### config.mk
export PLATFORM = sky130hd
export DESIGN_NAME = kernel_window
export DESIGN_NICKNAME = d
export VERILOG_FILES = /design/src/rtl/kernel_window.sv
export SDC_FILE = /design/constraint.sdc
export NUM_CORES = 1
export LEC_CHECK = 0
export CAP_MARGIN = 20
export CORE_MARGIN = 2
export CORE_UTILIZATION = 38
export CTS_CLUSTER_SIZE = 24
export DETAILED_ROUTE_END_ITERATION = 10
export HOLD_SLACK_MARGIN = 0.12
export PLACE_DENSITY_LB_ADDON = 0.3
export SLEW_MARGIN = 20
export SYNTH_ARGS = -nofsm -noshare
export SYNTH_HDL_FRONTEND = slang
export SYNTH_SLANG_ARGS = --single-unit
### constraint.sdc
create_clock -name clk -period 2.62 [get_ports clk]
set_input_delay 0.393 -clock clk [delete_from_list [all_inputs] [get_ports clk]]
set_output_delay 0.393 -clock clk [all_outputs]
set_load 0.005 [all_outputs]
### src/rtl/kernel_window.sv
// Sliding KxK window assembler at the tail of the line buffer chain.
// Accepts one pixel column per transfer and emits windows that lie wholly inside one image row band.
module kernel_window #(
  parameter int DATA_WIDTH   = 8,
  parameter int KERNEL_WIDTH = 3,
  parameter int IMG_WIDTH    = 854,
  parameter int IMG_HEIGHT   = 480,
  parameter int XW           = $clog2(IMG_WIDTH),
  parameter int YW           = $clog2(IMG_HEIGHT)
) (
  input  logic                                       clk,
  input  logic                                       rst,
  input  logic [KERNEL_WIDTH*DATA_WIDTH-1:0]         col_data,
  input  logic                                       col_valid,
  output logic                                       col_ready,
  output logic [KERNEL_WIDTH*KERNEL_WIDTH*DATA_WIDTH-1:0] win_data,
  output logic                                       win_valid,
  input  logic                                       win_ready,
  output logic [XW-1:0]                              win_x,
  output logic [YW-1:0]                              win_y,
  output logic                                       win_last
);

  localparam int K  = KERNEL_WIDTH;
  localparam int CW = K * DATA_WIDTH;
  localparam int WW = K * K * DATA_WIDTH;

  localparam logic [XW-1:0] XLast  = XW'(IMG_WIDTH - 1);
  localparam logic [XW-1:0] XFirst = XW'(K - 1);
  localparam logic [YW-1:0] YLast  = YW'(IMG_HEIGHT - K);

  logic [CW-1:0] cols_q [K];
  logic [CW-1:0] cols_d [K];
  logic [CW-1:0] shifted [K];
  logic [WW-1:0] win_pack;

  logic [XW-1:0] col_x_q, col_x_d;
  logic [YW-1:0] row_y_q, row_y_d;

  logic          win_valid_q, win_valid_d;
  logic [WW-1:0] win_data_q, win_data_d;
  logic [XW-1:0] win_x_q, win_x_d;
  logic [YW-1:0] win_y_q, win_y_d;
  logic          win_last_q, win_last_d;

  logic accept;
  logic xfer;

  assign col_ready = ~win_valid_q | win_ready;
  assign accept    = col_valid & col_ready;
  assign xfer      = win_valid_q & win_ready;

  always_comb begin
    for (int c = 0; c < K - 1; c++) begin
      shifted[c] = cols_q[c + 1];
    end
    shifted[K - 1] = col_data;

    win_pack = '0;
    for (int r = 0; r < K; r++) begin
      for (int c = 0; c < K; c++) begin
        win_pack[(r*K + c)*DATA_WIDTH +: DATA_WIDTH] = shifted[c][r*DATA_WIDTH +: DATA_WIDTH];
      end
    end

    for (int c = 0; c < K; c++) begin
      cols_d[c] = cols_q[c];
    end
    col_x_d     = col_x_q;
    row_y_d     = row_y_q;
    win_valid_d = win_valid_q;
    win_data_d  = win_data_q;
    win_x_d     = win_x_q;
    win_y_d     = win_y_q;
    win_last_d  = win_last_q;

    if (accept) begin
      for (int c = 0; c < K; c++) begin
        cols_d[c] = shifted[c];
      end

      if (col_x_q == XLast) begin
        col_x_d = '0;
        row_y_d = (row_y_q == YLast) ? '0 : row_y_q + YW'(1);
      end else begin
        col_x_d = col_x_q + XW'(1);
      end

      // The first K-1 columns of each row would mix in stale pixels from the row above.
      if (col_x_q >= XFirst) begin
        win_valid_d = 1'b1;
        win_data_d  = win_pack;
        win_x_d     = col_x_q - XFirst;
        win_y_d     = row_y_q;
        win_last_d  = (row_y_q == YLast) && (col_x_q == XLast);
      end else if (xfer) begin
        win_valid_d = 1'b0;
      end
    end else if (xfer) begin
      win_valid_d = 1'b0;
    end
  end

  always_ff @(posedge clk) begin
    if (rst) begin
      for (int c = 0; c < K; c++) begin
        cols_q[c] <= '0;
      end
      col_x_q     <= '0;
      row_y_q     <= '0;
      win_valid_q <= 1'b0;
      win_data_q  <= '0;
      win_x_q     <= '0;
      win_y_q     <= '0;
      win_last_q  <= 1'b0;
    end else begin
      for (int c = 0; c < K; c++) begin
        cols_q[c] <= cols_d[c];
      end
      col_x_q     <= col_x_d;
      row_y_q     <= row_y_d;
      win_valid_q <= win_valid_d;
      win_data_q  <= win_data_d;
      win_x_q     <= win_x_d;
      win_y_q     <= win_y_d;
      win_last_q  <= win_last_d;
    end
  end

  assign win_valid = win_valid_q;
  assign win_data  = win_data_q;
  assign win_x     = win_x_q;
  assign win_y     = win_y_q;
  assign win_last  = win_last_q;

endmodule

# Word-level counts from Yosys, hierarchy flattened
# Memory sizes are Yosys's and may differ from the RTL's.
# Index checks and enable logic that the tools add are counted.
# op_classes
n_lt_le_gt_ge	1
n_addsub	3
n_shift	0
n_bitwise	7
mux	12
n_div	0
n_reduce_logical	4
n_eq_ne	3
mul	0
# op_table
cell	count
$mux W24	3
$mux W72	1
$add A10 B1 Y10 const B	1
$eq A10 B10 Y1 const B	1
$ge A10 B2 Y1 const B	1
$mux W10	1
$sub A10 B2 Y10 const B	1
$add A9 B1 Y9 const B	1
$eq A9 B9 Y1 const B	1
$mux W9	1
$mux W1	6
$reduce_and A2 Y1	3
$or A1 B1 Y1	4
$and A1 B1 Y1	2
$logic_and A1 B1 Y1	1
$ne A1 B1 Y1 const B	1
$not A1 Y1	1
# word_totals
rom_bits	0
ff_bits	112
in_bits	28
out_inout_bits	94
ram_bits	72
latchBits	0
mem_count	1
# mem_list
memory	words	width	read_ports	rd_clocked_by_memory_dff	write_ports	line	rtl
cols_q	3	24	2	0	3	32	logic [CW-1:0] cols_q [K];

# Longest topological paths before layout
# Gate-level depths: netlist (run 1).
# logic_depth
ltp_word	6
mapped_depth	9

# Worst setup path before layout (run 1)
# OpenSTA, ideal clock, no wires.
# synth_path
path_type	in2reg
start	in rst
end	mem cols_q[1][0] (netlist bit) (enable)
required_ns	2.207
setup_slack_ns	0.039
arrival_time_ns	2.168
path_buffers	2
stages	3
path_cell_list	clkbuf_1 -> buf_1 -> nand2b_1
# synth_lines
item	line	rtl
from (decl)	12	input logic rst,
to (decl)	32	

# Worst setup path in the final report (run 1)
# layout_path
start	reg col_x_q[1]
end	reg row_y_q[6]
# layout_via
elab_chain_len	2
# layout_lines
item	line	rtl
from (decl)	37	logic [XW-1:0] col_x_q, col_x_d;
from (signal assigned)	120	col_x_q <= col_x_d;
$eq A10 B10 Y1	82	if (col_x_q == XLast) begin
$reduce_and A2 Y1 (no line)	-	
to (signal assigned)	121	row_y_q <= row_y_d;
to (decl)	38	logic [YW-1:0] row_y_q, row_y_d;
# Every way passes these cells.
# A chain may end at the register's enable or synchronous reset.

==> out/results.tsv, run 1 <==
metric	value	unit
period utilization	83.5	%
CP arrival	2.49	ns
Final min period	2.19	ns
die area	17200	um2
Total Power	0.00562	W
mux share of post-synthesis cell area	0.163	%
largest net degree at the start of global routing	99	
Ports	122	
post-synthesis adder-cell area fraction	1.42	%
Max-Cap Viols	0	
DPL Wire Length	8770	um
core area	15800	um2
Netlist cell types	38	
post-synthesis xor/xnor area fraction	2.70	%
Post-CTS Setup Bufs	0	
Synth warnings	0	
critical path peak fanout	8	
WP data required	2.93	ns
Antenna diodes	0	
Syn Nets	671	
final net count	778	
Clock transition at path regs	0.06	ns
post-synthesis register bit count	160	
Design Area, Final	8080	um2
post-CTS resize count	0	
Layout area overhead	31.4	%
Mapped Cells	636	
Die Y-Extent	131	um
status	completed	
peak supply drop	0.418	mV
sequential share of the synthesized area	59.9	%
nature of the critical path endpoint	flop	
Post-Synth Simple-Gate Area	22.7	%
Clk Latency, worst-skew pair	0.42	ns
max-slew violation count	0	
GPL Wtd Cong	0.827	
unrepaired setup endpoints after global routing	no	
fmax	457	MHz
TritonRoute pass-1 iters	5	
Avg Cell Area, Syn	9.68	um2
startpoint class of the critical path	flop	
top_reg_cell synth	dfxtp_1	
Die X	131	um
clock sinks	160	
gr usage total	15.8	%
via count	4586	
FF+latch area	3680	um2
Syn Std Cell Area	6150	um2
final setup TNS	0	ns
Worst slew margin	67.0	%
Final Core Density	51.1	%
compound-gate portion of the synthesized area	9.15	%
main combinational cell family by area after synthesis	simple AND/OR/NAND/NOR gates	
DR vias/cell	4.72	
CTS H-tree depth	4	
final wirelength	13400	um
Leakage	2.83	nW
Setup CP Type	flop to flop	
fillers	1413	
most common cell after layout, fill and taps aside	nand2_1	
initial antenna violation count	0	
most frequent cells in the layout	176 x nand2_1, 120 x clkdlybuf4s50_1, 112 x dfxtp_1, 89 x a21oi_1, 50 x nor2b_1	
ys async rst share	0	%
clk root buf	clkbuf_16	
EDFF count, synth	48	
setup slack after layout	0.433	ns
Worst Skew	0.00817	ns
grt total ovfl	0	
DRT antenna net count	0	
# setup viols final	0	
placed cell areas	7500	um2
Max clock buf depth	2	
layout cell share with drive strength beyond 1	7.01	%
cts hold-fix bufs	0	
TritonCTS buffer count	17	
drt drc	0	
initial drt markers	306	
power per cell area	695	nW/um2
HP Class	flop to flop	
IO buf count	121	
multi-input logic area	2220	um2
vias in the first global route	4446	
first-pass GRT wire length	22200	um
WL per Instance	13.8	um
CTS tree	built	
count of final hold-check violations	0	
slew at the pin with the worst max-slew slack	0.490	ns
Starting Density	38.9	%
Post-Place Worst Slack	0.284	ns
Rows	46	
==> through the flow <==
step | hold WS (ns) | std cells
after floorplan | 0.450 | 636
after global placement | 0.441 | 940
after detailed placement | 0.448 | 940
after CTS | 0.458 | 972
after global routing | 0.470 | 972
final | 0.455 | 972
==> critical path, stage by stage, from the launching register on <==
cell and delay [ns]:
dfxtp_1 0.37, inv_1 0.16, ha_1 0.22, nand4b_4 0.14
or4b_4 0.56, nor2_1 0.28, a21o_2 0.27, a21oi_1 0.07
==> where the power goes <==
part | total [W] | internal (W) | switching (W) | leakage [nW]
Sequential | 0.00274 | 0.00268 | 0.0000565 | 1.43
Clock | 0.00243 | 0.00141 | 0.00102 | 0.282
Combinational | 0.000449 | 0.000218 | 0.000231 | 1.12
Total | 0.00562 | 0.00431 | 0.00131 | 2.83
==> synth_stat cells, types with 8 or more instances <==
cell      count  area share (%)
edfxtp_1     48              23
xnor2_1      14             2.0
buf_2        10            0.81
nor2b_1      50             5.1
nor2_1       32             2.0
nand3_1      10            0.81
clkbuf_1     20             1.2
nor3_1        8            0.65
nand2_1     176              11
dfxtp_1     112              36
a21oi_1      89             7.2
==> final cells by class <==
class                           count  share of cell area (%)
Sequential cell                   160                    45.6
Tap cell                          216                    3.34
Inverter                            5                   0.232
Clock buffer                       17                    5.26
Timing Repair Buffer              129                    16.2
Multi-Input combinational cell    430                    27.5
Clock inverter                     15                    1.92
==> kinds of logic after synthesis <==
logic type | count (synthesis)
and+or+nand+nor | 299
DFF | 160
AOI/OAI and AO/OA | 104
buffers and inverters | 46
xor gates and xnor gates | 19
adders and majority gates | 7
muxes | 1
==> per-layer routing <==
metal  routed length [um]  GRT usage, %
met5                    0             0
met4                   59          4.89
met3                  954          6.21
met2                 6020          24.2
met1                 6360          20.6
==> path summary, 6_finish.rpt <==
| kind | start | endpoint | slack [ns] | cells past startpoint |
|---|---|---|---|---|
| max | col_x_q[1]$_SDFFE_PP0P_ | row_y_q[6]$_SDFFE_PP0P_ | 0.43 | 7 |
| min | win_data[30]$_SDFFE_PP0P_ | win_data[30]$_SDFFE_PP0P_ | 0.45 | 2 |
| max reg2reg | col_x_q[1]$_SDFFE_PP0P_ | row_y_q[6]$_SDFFE_PP0P_ | 0.43 | 7 |
| min reg2reg | win_data[30]$_SDFFE_PP0P_ | win_data[30]$_SDFFE_PP0P_ | 0.45 | 2 |
==> sequential cells by signal, indices dropped and copies added (netlist names) <==
signal	cells
win_data	72
cols_q	48
col_x_q	10
win_x	10
row_y_q	9
win_y	9
win_last	1
win_valid	1
No activity file was read; power rests on OpenSTA's default activity.
==> run 2, diff against run 1 <==
clock period = 2.1 ns   (was 2.62 ns; I/O delays follow)
==> out/results.tsv, run 2 (same netlist as run 1, synthesis figures left out) <==
metric	value	unit	change
status	completed		unchanged
Ports	122		unchanged
fin cells	987		was 972
fmax	496	MHz	was 457 MHz
count of final hold-check violations	0		unchanged
Post-CTS Setup Bufs	0		unchanged
M3 GR Usage	5.36	%	was 6.21%
Cells on Worst Hold Path	3		was 2
startpoint class of the critical path	flop		unchanged
HP Class	primary input to flop		was flop to flop
DRT antenna net count	0		unchanged
critical path peak fanout	8		unchanged
vias in the first global route	4515		was 4446
grt total ovfl	0		unchanged
CTS H-tree depth	4		unchanged
Die Y-Extent	131	um	unchanged
Leakage	2.92	nW	was 2.83 nW
slew at the pin with the worst max-slew slack	0.433	ns	was 0.490 ns
Worst Hold Endpoint	win_y[7]$_SDFFE_PP0P_		was win_data[30]$_SDFFE_PP0P_
initial antenna violation count	0		unchanged
Total Power	0.00702	W	was 0.00562 W
CP max stage cell	or4b_4		unchanged
largest net degree at the start of global routing	94		was 99
via count	4625		was 4586
final net count	793		was 778
met1 Track Usage GR	20.7	%	was 20.6%
fillers	1422		was 1413
GPL Wtd Cong	0.845		was 0.827
final setup TNS	0	ns	unchanged
Clock transition at path regs	0.06	ns	about the same
TritonCTS buffer count	17		unchanged
Final min period	2.02	ns	was 2.19 ns
Clk Latency, worst-skew pair	0.43	ns	was 0.42 ns
gr usage total	16.0	%	was 15.8%
most frequent cells in the layout	176 x nand2_1, 120 x clkdlybuf4s50_1, 112 x dfxtp_1, 89 x a21oi_1, 50 x nor2b_1		unchanged
peak supply drop	0.592	mV	was 0.418 mV
# setup viols final	0		unchanged
die area	17200	um2	unchanged
IO buf count	121		unchanged
Starting Density	38.9	%	unchanged
WP data required	2.41	ns	was 2.93 ns
Max-Cap Viols	0		unchanged
max-slew violation count	0		unchanged
hold_sp	rst		was win_data[30]$_SDFFE_PP0P_
Max clock buf depth	2		unchanged
Setup CP Type	flop to flop		unchanged
r2r startpoint	col_x_q[0]$_SDFFE_PP0P_		was col_x_q[1]$_SDFFE_PP0P_
cts hold-fix bufs	0		unchanged
final wirelength	13400	um	about the same
Most Frequent Cell on Critical Path	nor2_1		
Worst slew margin	70.9	%	was 67.0%
core area	15800	um2	unchanged
most common cell after layout, fill and taps aside	nand2_1		unchanged
R2R Setup Slk	0.08	ns	was 0.43 ns
Rows	46		unchanged
worst r2r dst	row_y_q[0]$_SDFFE_PP0P_		was row_y_q[6]$_SDFFE_PP0P_
power per cell area	850	nW/um2	was 695 nW/um2
Layout area overhead	34.2	%	was 31.4%
nature of the critical path endpoint	flop		unchanged
GRT met2 Usage	25.2	%	was 24.2%
period utilization	96.0	%	was 83.5%
Antenna diodes	0		unchanged
clk root buf	clkbuf_16		unchanged
dpl cells	955		was 940
WL per Instance	13.6	um	was 13.8 um
initial drt markers	251		was 306
crit-path cells	ha_1 > nand4b_4 > or4b_4 > nor2_1 > a21o_2 > nor2_1		was inv_1 > ha_1 > nand4b_4 > or4b_4 > nor2_1 > a21o_2 > a21oi_1
layout cell share with drive strength beyond 1	8.17	%	was 7.01%
post-CTS resize count	0		unchanged
clock sinks	160		unchanged
drt drc	0		unchanged
Worst Skew	0.00967	ns	was 0.00817 ns
Die X	131	um	unchanged
DPL Wire Length	9010	um	was 8770 um
TritonRoute pass-1 iters	4		was 5
worst r2r path cells	6		was 7
max incr delay on CP	0.55	ns	was 0.56 ns
first-pass GRT wire length	22300	um	was 22200 um
unrepaired setup endpoints after global routing	no		unchanged
DR vias/cell	4.69		was 4.72
grt peak-use layer	met2		unchanged
max FFs per register	72		unchanged
CP arrival	2.33	ns	was 2.49 ns
CTS tree	built		unchanged
[run 2: cell types whose count changed in the layout (fill, tap and decap cells not counted), sizes merged]
cell	change
buf	+15
clkbuf	+3
clkinv	+3
clkinvlp	-3
inv	-3
[run 2: report_power, final]
group | total, W | leakage [nW] | switching [W] | internal, W
combinational | 0.000609 | 1.22 | 0.000298 | 0.000311
sequential | 0.00341 | 1.43 | 0.0000658 | 0.00334
clock | 0.00300 | 0.278 | 0.00124 | 0.00176
[run 2: worst max path at each step]
stage	start	end	slack, ns	cells past startpoint
floorplan	rst	cols_q[1][0]$_SDFFCE_PN0P_	0.13	3
global route	col_x_q[0]$_SDFFE_PP0P_	win_data[44]$_SDFFE_PP0P_	0.01	8
detailed placement	col_x_q[0]$_SDFFE_PP0P_	row_y_q[3]$_SDFFE_PP0P_	0.12	6
global placement	col_x_q[0]$_SDFFE_PP0P_	row_y_q[8]$_SDFFE_PP0P_	0.07	6
finish	col_x_q[0]$_SDFFE_PP0P_	row_y_q[0]$_SDFFE_PP0P_	0.08	6
CTS	col_x_q[0]$_SDFFE_PP0P_	row_y_q[0]$_SDFFE_PP0P_	0.09	6
[run 2: metal layers]
| layer | routed length (um) | share of wire, % |
|---|---|---|
| met1 | 6440 | 48 |
| met2 | 5960 | 44 |
| met3 | 887 | 6.6 |
| met4 | 144 | 1.1 |
| met5 | 0 | 0 |
[run 2: layout make-up]
type | count | area [um2] | area share [%]
tap | 216 | 270 | 3.27
clock buffer | 20 | 437 | 5.29
multi-input combinational | 430 | 2220 | 26.9
clock inverter | 12 | 134 | 1.62
inverter | 5 | 18.8 | 0.227
timing repair buffer | 144 | 1490 | 18.1
sequential | 160 | 3680 | 44.6
[run 2: stage by stage]
stage          util (%)  hold slack, ns  instance area, um2  worst slack (ns)
2_1_floorplan         -           0.450                6160             0.127
3_3_place_gp       48.6           0.441                7690            0.0694
3_5_place_dp       48.6           0.446                7690             0.115
4_1_cts            52.2           0.353                8260            0.0855
5_1_grt            52.2           0.382                8260            0.0129
6_report           52.2           0.351                8260            0.0832
[run 2: worst max-delay path: cells and delay by family (launching register included)]
family          cells  cell delay (ns)
compound gates      1             0.27
fa+ha+maj           1             0.24
flops               1             0.40
simple gates        4             1.00
==> run 3, diff against run 2 <==
SLEW_MARGIN = not set   (was 20)
clock period = 2.4 ns   (was 2.1 ns; I/O delays follow)
==> out/results.tsv, run 3 (same netlist as run 1, synthesis figures left out) <==
metric	value	unit	change
layout cell share with drive strength beyond 1	6.86	%	was 8.17%
TritonCTS buffer count	17		unchanged
vias in the first global route	4366		was 4515
gr usage total	15.9	%	was 16.0%
core area	15800	um2	unchanged
Post-Place Worst Slack	0.208	ns	was 0.115 ns
final wirelength	13500	um	was 13400 um
status	completed		unchanged
Max clock buf depth	2		unchanged
startpoint class of the critical path	flop		unchanged
switching share of power	21.7	%	was 22.9%
nature of the critical path endpoint	flop		unchanged
clock network fraction of design power	44.3	%	was 42.8%
drt drc	0		unchanged
WL per Instance	13.9	um	was 13.6 um
Antenna diodes	0		unchanged
Worst Skew	0.0101	ns	was 0.00967 ns
via count	4642		was 4625
post-CTS resize count	0		unchanged
Post-CTS Setup Bufs	0		unchanged
final net count	780		was 793
power per cell area	767	nW/um2	was 850 nW/um2
DR vias/cell	4.77		was 4.69
Cells on Worst Hold Path	2		was 3
peak supply drop	0.471	mV	was 0.592 mV
most frequent cells in the layout	176 x nand2_1, 120 x clkdlybuf4s50_1, 112 x dfxtp_1, 89 x a21oi_1, 50 x nor2b_1		unchanged
most common cell after layout, fill and taps aside	nand2_1		unchanged
sw power	0.00136	W	was 0.00161 W
IO buf count	121		unchanged
CP arrival	2.53	ns	was 2.33 ns
max FFs per register	72		unchanged
cts hold-fix bufs	0		unchanged
die area	17200	um2	unchanged
clk root buf	clkbuf_16		unchanged
initial drt markers	274		was 251
period utilization	90.9	%	was 96.0%
combinational share of power	8.1	%	was 8.7%
setup slack after layout	0.217	ns	was 0.0832 ns
Max-Cap Viols	0		unchanged
Clk Latency, worst-skew pair	0.42	ns	was 0.43 ns
unrepaired setup endpoints after global routing	no		unchanged
# setup viols final	0		unchanged
GPL Wtd Cong	0.835		was 0.845
Clock transition at path regs	0.06	ns	about the same
Die X	131	um	unchanged
fmax	458	MHz	was 496 MHz
Layout area overhead	32.9	%	was 34.2%
Setup CP Type	flop to flop		unchanged
Worst slew margin	64.3	%	was 70.9%
Int Pwr	0.00491	W	was 0.00541 W
worst r2r path cells	8		was 6
CTS H-tree depth	4		unchanged
Starting Density	38.9	%	unchanged
CTS tree	built		unchanged
Final min period	2.18	ns	was 2.02 ns
first-pass GRT wire length	22200	um	was 22300 um
max-slew violation count	0		unchanged
WP data required	2.74	ns	was 2.41 ns
Hold Slack	0.361	ns	was 0.351 ns
Ports	122		unchanged
critical path peak fanout	47		was 8
clock sinks	160		unchanged
DPL Wire Length	9080	um	was 9010 um
DRT antenna net count	0		unchanged
largest net degree at the start of global routing	55		was 94
Sequential Power Share	47.6	%	was 48.6%
count of final hold-check violations	0		unchanged
grt total ovfl	0		unchanged
Die Y-Extent	131	um	unchanged
initial antenna violation count	0		unchanged
TritonRoute pass-1 iters	4		unchanged
Rows	46		unchanged
slew at the pin with the worst max-slew slack	0.531	ns	was 0.433 ns
Leakage	2.87	nW	was 2.92 nW
final setup TNS	0	ns	unchanged
HP Class	primary input to flop		unchanged
run 3: cell type report:
cell class	count	area [um2]
well taps	216	270
repair buffers	131	1360
clock buffers	24	524
inverters	5	18.8
multi-input cells	430	2220
clock inverters	8	97.6
fillers	1420	7650
flip-flops and latches	160	3680
run 3: per-layer routing:
metal	share of wire (%)	routed length, um	GRT usage, %	vias to the layer above
met5	0	0	0	-
met4	1.4	187	5.37	0
met3	8.0	1080	5.94	13
met2	44	5960	24.3	130
met1	46	6270	20.8	2179
li1	-	-	-	2320
run 3: path summary, 6_finish.rpt:
path                                                 from                        end  slack (ns)
worst min-delay path                                  rst      win_last$_SDFFE_PP0P_        0.36
worst max-delay path              col_x_q[0]$_SDFFE_PP0P_  win_data[21]$_SDFFE_PP0P_        0.22
worst max register to register    col_x_q[0]$_SDFFE_PP0P_  win_data[21]$_SDFFE_PP0P_        0.22
worst min register to register  win_data[40]$_SDFFE_PP0P_  win_data[40]$_SDFFE_PP0P_        0.45
run 3: power groups by stage:
stage	Combinational [W]	Clock [W]	Sequential, W
3_3_place_gp	0.000502	0	0.00304
2_1_floorplan	0.000264	0	0.00304
6_report	0.000506	0.00278	0.00299
5_1_grt	0.000558	0.00295	0.00300
4_1_cts	0.000514	0.00284	0.00299
3_5_place_dp	0.000512	0	0.00305
run 3: metrics by stage:
step                      util, %  cells  cell area, um2  power [W]
after global routing         51.7    974            8180    0.00651
after floorplan                 -    636            6160    0.00330
after detailed placement     47.7    942            7550    0.00356
after CTS                    51.7    974            8180    0.00634
final                        51.7    974            8180    0.00627
after global placement       47.7    942            7550    0.00354
run 3: critical path, cell delays in order, from the launching register on:
cell     delay (ns)
dfxtp_1        0.49
inv_1          0.08
ha_1           0.20
nor2b_1        0.14
nor3b_2        0.30
a21o_2         0.38
buf_12         0.25
nand2_1        0.09
a21oi_1        0.15
